[config.mk]
export PLATFORM = sky130hd
export DESIGN_NAME = risc_fetch_unit
export DESIGN_NICKNAME = d
export VERILOG_FILES = /design/src/rtl/risc_fetch_unit.sv
export SDC_FILE = /design/constraint.sdc
export NUM_CORES = 1
export LEC_CHECK = 0
export BUFFER_PORTS_ARGS = -buffer_cell sky130_fd_sc_hd__buf_4
export CORE_AREA = 5 5 78 80
export CTS_BUF_LIST = sky130_fd_sc_hd__clkbuf_8
export CTS_CLUSTER_SIZE = 16
export DETAILED_ROUTE_END_ITERATION = 8
export DIE_AREA = 0 0 83 85
export PLACE_DENSITY_LB_ADDON = 0.25
export SLEW_MARGIN = 5
export SYNTH_ARGS = -nofsm -noshare
export SYNTH_HDL_FRONTEND = slang
export SYNTH_SLANG_ARGS = --single-unit
[constraint.sdc]
create_clock -name clk -period 3.27 [get_ports clk]
set_input_delay 0.327 -clock clk [delete_from_list [all_inputs] [get_ports clk]]
set_output_delay 0.327 -clock clk [all_outputs]
set_load 0.02 [all_outputs]
[src/rtl/risc_fetch_unit.sv]
// risc_fetch_unit
//   Instruction-fetch and program-counter sequencer for the 16-bit RISC CPU.
//   Fetches one instruction at a time over a req/ack handshake, presents it for
//   decode, waits for the datapath to finish, then computes the next PC from the
//   jump/branch controls and the ALU zero flag.
//
//   state  | meaning
//   -------+-------------------------------------------------------------
//   IDLE   | waiting for run; no memory request
//   FETCH  | imem_req high, imem_addr = pc; latch instruction on imem_ack
//   DECODE | instr_valid pulse; instr/opcode handed to risc_control
//   EXEC   | wait for exec_done, then update pc and fetch again
//
// Ports
//   clk, rst               clock, async active-high reset
//   run                    start fetching from IDLE
//   imem_req/addr/ack/rdata instruction-memory handshake
//   instr, opcode          latched instruction and its opcode field
//   instr_valid            one-cycle pulse in DECODE
//   jmp, beq, bne          control-flow requests from risc_control
//   alu_zero               ALU zero flag for the executing instruction
//   exec_done              datapath completion, honoured in EXEC only
//   pc                     current program counter

module risc_fetch_unit #(
   parameter logic [15:0] RESET_PC = 16'h0000
) (
   input  logic        clk,
   input  logic        rst,
   input  logic        run,
   output logic        imem_req,
   output logic [15:0] imem_addr,
   input  logic        imem_ack,
   input  logic [15:0] imem_rdata,
   output logic [15:0] instr,
   output logic [3:0]  opcode,
   output logic        instr_valid,
   input  logic        jmp,
   input  logic        beq,
   input  logic        bne,
   input  logic        alu_zero,
   input  logic        exec_done,
   output logic [15:0] pc
);

   typedef enum logic [1:0] {
      ST_IDLE   = 2'd0,
      ST_FETCH  = 2'd1,
      ST_DECODE = 2'd2,
      ST_EXEC   = 2'd3
   } state_t;

   state_t      state;
   logic [15:0] pc2;
   logic [15:0] br_off;
   logic [15:0] br_tgt;
   logic [15:0] jmp_tgt;
   logic [15:0] next_pc;

   assign pc2     = pc + 16'd2;
   // Word offset in instr[5:0], sign-extended and scaled to bytes.
   assign br_off  = {{9{instr[5]}}, instr[5:0], 1'b0};
   assign br_tgt  = pc2 + br_off;
   // Jump stays inside the 8 KiB region of the sequential PC.
   assign jmp_tgt = {pc2[15:13], instr[11:0], 1'b0};

   always_comb begin
      next_pc = pc2;
      if (jmp)
         next_pc = jmp_tgt;
      else if (beq && alu_zero)
         next_pc = br_tgt;
      else if (bne && !alu_zero)
         next_pc = br_tgt;
   end

   assign imem_addr = pc;
   assign opcode    = instr[15:12];

   always_ff @(posedge clk or posedge rst) begin
      if (rst) begin
         state       <= ST_IDLE;
         pc          <= RESET_PC;
         instr       <= 16'h0000;
         imem_req    <= 1'b0;
         instr_valid <= 1'b0;
      end else begin
         instr_valid <= 1'b0;
         case (state)
            ST_IDLE: begin
               if (run) begin
                  state    <= ST_FETCH;
                  imem_req <= 1'b1;
               end
            end
            ST_FETCH: begin
               if (imem_ack) begin
                  instr       <= imem_rdata;
                  imem_req    <= 1'b0;
                  instr_valid <= 1'b1;
                  state       <= ST_DECODE;
               end
            end
            ST_DECODE: begin
               state <= ST_EXEC;
            end
            ST_EXEC: begin
               if (exec_done) begin
                  pc       <= next_pc;
                  imem_req <= 1'b1;
                  state    <= ST_FETCH;
               end
            end
            default: begin
               state    <= ST_IDLE;
               imem_req <= 1'b0;
            end
         endcase
      end
   end

endmodule

==> impl_metrics.ini <==
[logic_synthesis]
synth-seq-cells = 35
synth.area.top_cells = dfrtp_1 (31%), ha_1 (10%), mux2_2 (6.4%), buf_4 (5.6%), xnor2_1 (4.7%)
async_flop_share_pct = 100
synth_most_common_cell = dfrtp_1
ys.flop_type = dfrtp_1
synth_edf_count = 0
avgSynthCellArea_sq_um = 9.05
yosysTopAreaCell = dfrtp_1
ys_seq_area_share_pct = 31.1
yosys_warnings = 0
ys_types = 47
synth_common_cells = dfrtp_1 (35), nand2_1 (27), ha_1 (23)
synth_top_area_share_pct = 31.1
syn_inst = 311
synth_area_sq_mm = 0.00282

[timing]
slew_headroom_pct = 38.7
tightest_slew_ns = 0.917
hold_viol = 0
post-route-period-util_pct = 89.8
period_needed_ns = 2.94
setup_tns_ns = 0
drv_slew = 0
fmax_mhz = 341
setup_viol = 0
finalWorstSetupSlack_ns = 0.334
skew_ns = 0.00574
rsz0062_at_grt = no

[worst_setup_path]
critPathTopFamily = simple AND/OR/NAND/NOR gates
path_cells = nand4_4 -> nor2_1 -> nand3_1 -> xnor2_1 -> ha_1 -> and2_1 -> nor2_1 -> o211ai_1 -> a21oi_1 -> xnor2_1 -> a222oi_1 -> o21ai_0
crit_end = imem_addr[12]
worstPathRequired_ns = 3.41
cp_max_fo = 6
worst-path-buf-inv = 0
rr_endpoint = imem_addr[12]
cp-start-kind = register
crit_path_max_incr_delay_ns = 0.53
crit_start = imem_addr[6]
r2r_start = imem_addr[6]
arrival_ns = 3.07
path_depth = 12
slowest_stage = dfrtp_1
worstSetupEndpointType = register
reg2reg_depth = 12
r2r_slack_ns = 0.33
path_class = register to register

[flow_run]
drv_cap = 0

[placement]
pre_cts_slack_ns = 0.352
dp.cells = 433
io_buffers = 76
placed_area_sq_mm = 0.00330
dpl.hpwl_um = 5610
gp_congestion = 0.901

[cells_and_area]
nets = 417
fillerInstances = 506
diodes = 0
drive_gt1_share_pct = 29.0
final_cells = 441
syn_to_final_growth_pct = 20.4
final_area_sq_mm = 0.00339

[cts]
htreeDepth = 2
clk_pin_slew_ns = 0.07
postCtsSetupRepairBufs = 0
worstSkewPairLatency_ns = 0.30
hold_buffers = 0
cts_made_buffers = 5
cts_tree = yes
cts_max_path_buffers = 2
root_buffer = clkbuf_8
cts_sinks = 35

[drt]
drtAntennaViolNets = 0
routed_wl_um = 7260
drt_iter0_markers = 106
dr.pass1.iters = 5
drc = 0
wl_per_cell_um = 16.5
viasPerCell = 5.62
vias = 2479

[grt]
grt_use_total_pct = 21.1
overflow = 0
grt_pass1_vias = 2509
grt_first_pass_wirelength_um = 12100
grt_max_degree = 36
antenna_found_initial = 0

[power_and_ir_drop]
power_w = 0.00397
p_per_area_mw_per_mm2 = 1170
leakagePower_nw = 1.64
vdd.ir_drop.worst_mv = 0.624

[floorplanning]
core_sq_mm = 0.00534
die_h_um = 85
num_io_pins = 79
dieArea_sq_mm = 0.00706
start_util_pct = 52.7
die_w_um = 83
rows = 27

[min_path]
hold_class = input pin to asynchronous set/reset pin

[status]
status = completed
-- state kept, by name, indices dropped and copies added (netlist names) --
| signal | count |
|---|---|
| state | 2 |
| instr_valid | 1 |
| imem_addr | 15 |
| imem_req | 1 |
| instr | 16 |
-- routing by layer --
metal	track usage (%)	part of all wire [%]
met1	26.6	42
met2	35.4	49
met3	5.15	6.5
met4	7.28	1.8
met5	0	0
-- how the worst min path moves through the flow --
stage | from | endpoint | slack (ns) | cells past startpoint
floorplan | imem_rdata[1] | instr[1] | 0.44 | 2
CTS | rst | instr[5] | 0.15 | 3
global route | rst | instr[11] | 0.17 | 3
detailed placement | rst | imem_addr[12] | 0.47 | 3
global placement | rst | instr[10] | 0.47 | 3
finish | rst | instr[11] | 0.13 | 3
-- layout by cell type, fill, tap and decap left out, drive strengths merged, types with 5 or more instances in the layout --
cell,instances
buf,78
dfrtp,35
nand2,27
ha,23
a21oi,22
o21ai,18
inv,17
mux2,16
nor2,15
xnor2,15
nand3,8
o211ai,8
xor2,8
nor3,7
a21o,6
o31ai,6
nand4,6
and3,5
clkbuf,5
-- power breakdown --
part	total, W	internal, W	switching, W
Clock	0.000315	0.000146	0.000169
Combinational	0.00270	0.00118	0.00151
Sequential	0.000957	0.000638	0.000319
Total	0.00397	0.00197	0.00200
-- through the flow --
step / hold slack (ns) / utilization (%)
floorplan: 0.444 / -
global placement: 0.468 / 61.9
detailed placement: 0.470 / 61.9
CTS: 0.152 / 63.5
global route: 0.170 / 63.5
finish: 0.126 / 63.5
-- final cells by class --
class | count | area (sq um) | area share (%)
multi-input combinational | 232 | 1690 | 49.9
timing repair buffer | 78 | 586 | 17.3
sequential | 35 | 877 | 25.9
tap | 72 | 90.1 | 2.66
clock inverter | 3 | 16.3 | 0.480
clock buffer | 5 | 68.8 | 2.03
inverter | 16 | 60.1 | 1.77
-- timing repair --
| action | in CTS | in global routing |
|---|---|---|
| hold endpoints to repair | 0 | 0 |
| endpoints found under the setup margin | 0 | 1 |
| resized for setup | 0 | 1 |
-- cells by family (layout without fill, tap and decap cells) --
family	Yosys count	count (layout)	synth area share (%)
xor+xnor	23	23	7.16
compound gates	80	80	18.4
fa+ha+maj	24	24	10.9
other cells	1	2	0.133
simple gates	84	84	16.0
flops	35	35	31.1
buf+inv	45	102	8.89
mux	19	19	7.47
-- worst min-delay path, delay by kind of cell --
family / cells / cell delay, ns
buffers and inverters: 3 / 0.54
Power figures use the tool's default switching activity.
